--- src/rtl/mm_arb_pkg.sv ---
// Shared types and defaults for the memory-mapped bus arbiter between the CPU
// data port and the DMA requester.
package mm_arb_pkg;

  typedef enum logic [2:0] {
    ST_IDLE     = 3'd0,
    ST_MEM_CPU  = 3'd1,
    ST_MEM_DMA  = 3'd2,
    ST_RESP_CPU = 3'd3,
    ST_RESP_DMA = 3'd4
  } arb_state_t;

  localparam logic [15:0] ABORT_DATA_DEF = 16'hDEAD;
  localparam int unsigned MAX_STREAK_DEF = 32'd4;
  localparam int unsigned TIMEOUT_DEF    = 32'd255;

endpackage

--- src/rtl/bus_watchdog.sv ---
// Cycle counter bounding how long a bus transaction may wait for its ack;
// expired is high during the last permitted wait cycle.
module bus_watchdog #(
  parameter int unsigned TIMEOUT = 255
) (
  input  logic clk,
  input  logic rst_n,
  input  logic clr,
  input  logic en,
  output logic expired
);

  localparam int unsigned CW = $clog2(TIMEOUT + 1);
  localparam logic [CW-1:0] LAST = CW'(TIMEOUT - 1);

  logic [CW-1:0] count_r;

  // Counts cycles spent waiting; holds once the limit is hit
  always_ff @(posedge clk or negedge rst_n) begin
    if (!rst_n) begin
      count_r <= '0;
    end else if (clr) begin
      count_r <= '0;
    end else if (en && !expired) begin
      count_r <= count_r + CW'(1);
    end else begin
      count_r <= count_r;
    end
  end

  assign expired = en && (count_r == LAST);

endmodule

--- src/rtl/mm_bus_arbiter.sv ---
// Arbitrates the shared memory-mapped bus between the CPU data port and a DMA
// requester: CPU priority, a streak limit for DMA progress, and an ack watchdog.
module mm_bus_arbiter
  import mm_arb_pkg::*;
#(
  parameter int unsigned MAX_STREAK = MAX_STREAK_DEF,
  parameter int unsigned TIMEOUT    = TIMEOUT_DEF,
  parameter logic [15:0] ABORT_DATA = ABORT_DATA_DEF
) (
  input  logic        clk,
  input  logic        rst_n,
  input  logic        cpu_re,
  input  logic        cpu_we,
  input  logic [15:0] cpu_addr,
  input  logic [15:0] cpu_wdata,
  output logic [15:0] cpu_rdata,
  output logic        cpu_stall,
  input  logic        dma_req,
  input  logic        dma_we,
  input  logic [15:0] dma_addr,
  input  logic [15:0] dma_wdata,
  output logic        dma_gnt,
  output logic [15:0] dma_rdata,
  output logic        dma_rvalid,
  output logic        mem_re,
  output logic        mem_we,
  output logic [15:0] mem_addr,
  output logic [15:0] mem_wdata,
  input  logic [15:0] mem_rdata,
  input  logic        mem_ack,
  output logic        bus_err
);

  localparam int unsigned SW = $clog2(MAX_STREAK + 1);
  localparam logic [SW-1:0] STREAK_MAX = SW'(MAX_STREAK);

  arb_state_t    state_r;
  logic [SW-1:0] streak_r;
  logic          cpu_req_s;
  logic          dma_turn_s;
  logic          in_mem_s;
  logic          wd_expired_s;
  logic          is_cpu_s;

  assign cpu_req_s  = cpu_re | cpu_we;
  assign dma_turn_s = dma_req && (streak_r == STREAK_MAX);
  assign in_mem_s   = (state_r == ST_MEM_CPU) || (state_r == ST_MEM_DMA);
  assign is_cpu_s   = (state_r == ST_MEM_CPU);
  assign cpu_stall  = cpu_req_s && (state_r != ST_RESP_CPU);

  bus_watchdog #(
    .TIMEOUT (TIMEOUT)
  ) u_watchdog (
    .clk     (clk),
    .rst_n   (rst_n),
    .clr     (~in_mem_s),
    .en      (in_mem_s),
    .expired (wd_expired_s)
  );

  // Arbitration FSM with registered bus strobes, read data and status
  always_ff @(posedge clk or negedge rst_n) begin
    if (!rst_n) begin
      state_r    <= ST_IDLE;
      streak_r   <= '0;
      mem_re     <= 1'b0;
      mem_we     <= 1'b0;
      mem_addr   <= 16'h0000;
      mem_wdata  <= 16'h0000;
      cpu_rdata  <= 16'h0000;
      dma_rdata  <= 16'h0000;
      dma_gnt    <= 1'b0;
      dma_rvalid <= 1'b0;
      bus_err    <= 1'b0;
    end else begin
      dma_gnt    <= 1'b0;
      dma_rvalid <= 1'b0;
      case (state_r)
        ST_IDLE: begin
          if (cpu_req_s && !dma_turn_s) begin
            state_r   <= ST_MEM_CPU;
            mem_re    <= ~cpu_we;
            mem_we    <= cpu_we;
            mem_addr  <= cpu_addr;
            mem_wdata <= cpu_wdata;
            // CPU can only win with a waiting DMA while below the limit
            streak_r  <= dma_req ? (streak_r + SW'(1)) : '0;
          end else if (dma_req) begin
            state_r   <= ST_MEM_DMA;
            dma_gnt   <= 1'b1;
            mem_re    <= ~dma_we;
            mem_we    <= dma_we;
            mem_addr  <= dma_addr;
            mem_wdata <= dma_wdata;
            streak_r  <= '0;
          end else begin
            state_r  <= ST_IDLE;
            streak_r <= '0;
          end
        end
        ST_MEM_CPU, ST_MEM_DMA: begin
          if (mem_ack) begin
            mem_re     <= 1'b0;
            mem_we     <= 1'b0;
            state_r    <= is_cpu_s ? ST_RESP_CPU : ST_RESP_DMA;
            dma_rvalid <= ~is_cpu_s;
            if (mem_re && is_cpu_s) begin
              cpu_rdata <= mem_rdata;
            end else if (mem_re) begin
              dma_rdata <= mem_rdata;
            end else begin
              cpu_rdata <= cpu_rdata;
            end
          end else if (wd_expired_s) begin
            mem_re     <= 1'b0;
            mem_we     <= 1'b0;
            state_r    <= is_cpu_s ? ST_RESP_CPU : ST_RESP_DMA;
            dma_rvalid <= ~is_cpu_s;
            bus_err    <= 1'b1;
            if (is_cpu_s) begin
              cpu_rdata <= ABORT_DATA;
            end else begin
              dma_rdata <= ABORT_DATA;
            end
          end else begin
            state_r <= state_r;
          end
        end
        ST_RESP_CPU, ST_RESP_DMA: begin
          state_r <= ST_IDLE;
        end
        default: begin
          state_r <= ST_IDLE;
          mem_re  <= 1'b0;
          mem_we  <= 1'b0;
        end
      endcase
    end
  end

endmodule

--- config.mk ---
export PLATFORM = sky130hd
export DESIGN_NAME = mm_bus_arbiter
export DESIGN_NICKNAME = d
export VERILOG_FILES = /design/src/rtl/mm_arb_pkg.sv /design/src/rtl/bus_watchdog.sv /design/src/rtl/mm_bus_arbiter.sv
export SDC_FILE = /design/constraint.sdc
export NUM_CORES = 1
export LEC_CHECK = 0
export CAP_MARGIN = 15
export CORE_ASPECT_RATIO = 1.5
export CORE_MARGIN = 4
export CORE_UTILIZATION = 38
export DETAILED_ROUTE_END_ITERATION = 6
export PLACE_DENSITY = 0.77
export SYNTH_ARGS = -nofsm -noshare
export SYNTH_HDL_FRONTEND = slang
export SYNTH_SLANG_ARGS = --single-unit
--- constraint.sdc ---
create_clock -name clk -period 1.6 [get_ports clk]
set_input_delay 0.24 -clock clk [delete_from_list [all_inputs] [get_ports clk]]
set_output_delay 0.24 -clock clk [all_outputs]
set_load 0.1 [all_outputs]
**Word level (Yosys, flattened, before mapping)**

Index checks and enable logic that the tools add are counted.

- Bitwise operators: 6
- $add $sub $neg: 2
- Eq/ne operators: 14
- Mux-type cells: 37
- Reduce and logical (&&, ||, !) cells: 20

Operator list:

| cell | count |
|---|---|
| 2-to-1 mux 16 bit | 13 |
| 2-to-1 mux 8 bit | 2 |
| 2-to-1 mux 3 bit | 5 |
| 2-to-1 mux 1 bit | 12 |
| adder 8 x 1 -> 8 bit (second input constant) | 1 |
| equality test 8 bit (second input constant) | 1 |
| inequality test 2 bit (second input constant) | 4 |
| equality test 3 x 2 -> 1 bit (second input constant) | 2 |
| equality test 3 bit (second input constant) | 2 |
| logical AND 1 bit | 6 |
| inequality test 3 x 2 -> 1 bit (second input constant) | 2 |
| case mux 1 bit (3 select lines) | 2 |
| case mux 3 bit (2 select lines) | 1 |
| AND reduction 3 bit | 2 |
| nonzero test 2 bit | 3 |
| NOT 1 bit | 5 |
| AND reduction 5 bit | 1 |
| 2-to-1 mux 2 bit | 2 |
| AND reduction 4 bit | 1 |
| OR reduction 2 bit | 2 |
| adder 3 x 1 -> 3 bit (second input constant) | 1 |
| equality test 3 x 1 -> 1 bit (second input constant) | 1 |
| zero test 3 bit | 1 |
| inequality test 3 bit (second input constant) | 1 |
| 5 further kinds | 6 |

- Logic and storage cells: 91
- Bits in registers: 83
- Bits of input ports: 87
- Output and inout port bits: 70

**Longest topological paths before layout**

Gate-level depths: netlist (run 1).

- Depth in word-level cells: 7
- Mapped depth: 8
- Gate-level depth less buffers: 6

**Hierarchy**

From an unflattened synthesis (run 1), not the netlist that was laid out.

- Cell total of the unflattened synthesis: 361
- Area total of the unflattened synthesis: 3777.4 um2

By module, submodules not included:

| module | cells each | area each (um2) | times used | sequential area each (um2) |
|---|---|---|---|---|
| mm_bus_arbiter | 314 | 3288.2 | 1 | 1876.8 |
| bus_watchdog | 47 | 489.2 | 1 | 200.2 |

**Worst setup path before layout (run 1)**

No wires, ideal clock.

- Kind: register to register
- Start point: register mem_re
- End point: register cpu_rdata[0]
- Required time: 1.475 ns
- Period minus slack after synthesis: 1.854 ns
- Library setup time: 0.125 ns
- Slack: -0.254 ns
- Arrival time: 1.729 ns
- Path buffers: 0
- Stages on the path, launching flop included: 5
- Path through: dfrtp_1 nand2b_1 and3_1 nand2_1 o22a_1

- Longest elaborated chain between the ends: 3

Ends and longest elaborated chain:

| item | RTL line | RTL |
|---|---|---|
| from (decl) | mm_bus_arbiter.sv:25 | `output logic mem_re,` |
| from (signal assigned) | mm_bus_arbiter.sv:82 | `mem_re <= ~cpu_we;` |
| from (signal assigned) | mm_bus_arbiter.sv:91 | `mem_re <= ~dma_we;` |
| logical AND 1 bit | mm_bus_arbiter.sv:107 | `if (mem_re && is_cpu_s) begin` |
| inequality test 2 x 1 -> 1 bit (no source line) | - |  |
| AND reduction 4 bit (no source line) | - |  |
| to (signal assigned) | mm_bus_arbiter.sv:108 | `cpu_rdata <= mem_rdata;` |
| to (signal assigned) | mm_bus_arbiter.sv:112 | `cpu_rdata <= cpu_rdata;` |
| to (decl) | mm_bus_arbiter.sv:16 | `output logic [15:0] cpu_rdata,` |

Every way passes these cells.
A chain may end at the register's enable or synchronous reset.

**Final worst setup path (run 1)**

- Start point: register state_r[0]
- End point: output cpu_stall

- Longest elaborated chain between the ends: 2

Ends and longest elaborated chain:

| item | RTL line | RTL |
|---|---|---|
| from (decl) | mm_bus_arbiter.sv:37 | `arb_state_t state_r;` |
| from (signal assigned) | mm_bus_arbiter.sv:105 | `state_r <= is_cpu_s ? ST_RESP_CPU : ST_RESP_DMA;` |
| from (signal assigned) | mm_bus_arbiter.sv:117 | `state_r <= is_cpu_s ? ST_RESP_CPU : ST_RESP_DMA;` |
| from (signal assigned) | mm_bus_arbiter.sv:126 | `state_r <= state_r;` |
| inequality test 3 x 2 -> 1 bit | mm_bus_arbiter.sv:49 | `assign cpu_stall = cpu_req_s && (state_r != ST_RESP_CPU);` |
| logical AND 1 bit | mm_bus_arbiter.sv:49 |  |
| to (decl) | mm_bus_arbiter.sv:17 | `output logic cpu_stall,` |

Every way passes these cells.

==> metrics.txt, run 1 <==
Hold Fails Final Rpt=0; clk_lat worst skew=0.34 ns; minimum clock period=1.67 ns; GPL Wtd Cong=0.829; Die H=128 um; Die X=87.8 um; Post-synth top flop=dfrtp_1; worst hold path class=in2async; Die ar.=0.0112 mm2; Commonest cells post-synth=dfrtp_1, nand2_1, o21ai_0; fmax=597 MHz; synth warn=0; Crit path largest cell delay=0.44 ns; type of the worst setup path=reg2out; Final #Nets=608; unrepaired setup endpoints after global routing=yes; Max FO, Critical Path=5; GRT Total Usage=20.4%; Clock Skew=0.00631 ns; Slew @ Worst Pin=0.453 ns; Ant. Diodes=0; initial core utilization=39.0%; Synth top area share=57.2%; IO buf count=156; Starting DRT DRC Count=98; async set or reset register ratio after synthesis=100%; slowest CP cell=dfrtp_1; Mean Syn Cell Area=11.4 um2; final worst-path cycle share=105%; Hold WS=0.408 ns; Core Rows=43; Vias=3311; Crit. End Element=output pin; initial antenna violation count=0; global-route wire length before repair=17700 um; failing checks=setup timing; Arr. time, crit path=1.43 ns; largest net degree at the start of global routing=65; drt wl/cell=18.3 um; ANT nets after route=0; Clk pin slew, worst setup/hold paths=0.06 ns; worst path setup slack after routing=-0.0744 ns; final setup fails=8; P&R area growth vs syn=87.7%; hpwl dp=8460 um; largest area contributor in the netlist=dfrtp_1; Final Routed Wirelength=11600 um; top-count cell post-synth=dfrtp_1; outcome=complete, but fails checks; EDFF count, synth=0; crit path cell chain=buf_6 > nand3b_1 > o21a_2 > buf_12; Final Max Slew Viols=0; vias in the first global route=3628; crit path launch=state_r[0]; max-cap viol count=0; clock root buffer=clkbuf_16; clk sinks=83; clock buffer depth=2; CTS tree=done; share of layout cells above drive strength 1=29.8%; H-tree depth=3; CTS Buf Count=9; DRT Pass-1 Iters=4; I/O Pins=157; Worst Path Required=1.36 ns; worst rel slew slack=69.8%; worst r2r src=u_watchdog.count_r[1]; vias per inst=5.23; synthesis-stage register bit count=83; Net Count, Synth=408; crit start category=flip-flop; DRC viols=0; synthesized area=0.00363 mm2; Post-Syn Instances=317; core area=0.00931 mm2; dominant cells by area after synthesis=dfrtp_1, mux2i_1, o22a_1; Overflow after GRT=0; Seq/Total Area, Yosys=57.2%; Synth cell types=44
[state kept, by name, indices dropped and copies added, names as in the netlist, 3 cells and up]
name                cells
state_r                 3
dma_rdata              16
cpu_rdata              16
mem_addr               16
mem_wdata              16
streak_r                3
u_watchdog.count_r      8
[layer usage]
layer  share of wire, %  GRT usage [%]  up-vias
met2                 56           37.3      138
met3                8.2           6.05       16
met1                 34           21.4     1607
met4                1.8           7.86        0
met5                  0              0        -
li1                   -              -     1550
[logic make-up after synthesis]
family | share of synthesized area, %
AO/OA/AOI/OAI | 17.3
AND/OR/NAND/NOR | 11.0
flip-flops | 57.2
multiplexers | 9.41
buffers and inverters | 2.66
XOR/XNOR | 0.966
adder cells (fa/ha/maj) | 1.38
[what timing repair did]
item | in CTS | in global routing
resized for setup | 11 | 17
gates cloned | 1 | 3
pin swaps | 1 | 3
setup buffers | 4 | 3
hold endpoints to repair | 30 | 0
hold buffers | 1 | 0
setup endpoints to repair | 29 | 56
[final timing paths]
path | cells after the start | end | slack, ns
min reg2reg | 2 | mem_wdata[0] | 0.54
max | 4 | cpu_stall | -0.07
max reg2reg | 5 | mem_re | -0.04
min | 2 | mem_we | 0.41
max in group asynchronous | 3 | mem_addr[12] | 0.66
min in group clk | 3 | mem_wdata[3] | 0.53
[area by class of cell]
type,instances,area (um2)
inverter,4,15.0
clock buffer,9,225
clock inverter,6,42.5
sequential,83,2080
multi-input combinational,214,1550
fill,635,2500
timing repair buffer,205,2770
tap,112,140
[layout by cell type, fill, tap and decap left out, types with 3 or more instances in the layout]
| cell | instances |
|---|---|
| o21ai_0 | 31 |
| buf_12 | 74 |
| nand3_1 | 4 |
| inv_1 | 3 |
| nand4_1 | 3 |
| a22o_1 | 10 |
| mux2i_1 | 33 |
| nand2b_1 | 3 |
| nand2_1 | 39 |
| clkdlybuf4s50_1 | 85 |
| buf_6 | 6 |
| nor2_1 | 9 |
| o22a_1 | 22 |
| buf_4 | 35 |
| and3_1 | 4 |
| clkbuf_16 | 11 |
| dfrtp_1 | 82 |
| a21oi_1 | 3 |
| o21ai_1 | 5 |
[metrics by stage]
step,setup TNS [ns],setup slack (ns),cell area (um2),instances,util [%]
floorplan,0,0.00916,3650,317,-
global route,-3.65,-0.116,6810,633,73.2
detailed placement,-11.86,-0.334,6300,607,67.7
CTS,-0.493,-0.0704,6670,628,71.7
global placement,-8.33,-0.205,6300,607,67.7
finish,-0.186,-0.0744,6810,633,73.2
[critical path: cells and delay by family (launching register included)]
family          cells  cell delay (ns)
compound gates      1             0.19
buf+inv             2             0.33
flops               1             0.44
simple gates        1             0.14
Power of run 1 is left out: the tool's default activity adds up to more than one toggle a clock period on the data nets, which glitch-free logic cannot reach.
==> run 2, diff against run 1 <==
- CTS_CLUSTER_DIAMETER: default -> 200
==> results of run 2 <==
Final layout, timing and power as in run 1 (identical DEF).
Power of run 2 is left out for the same reason.
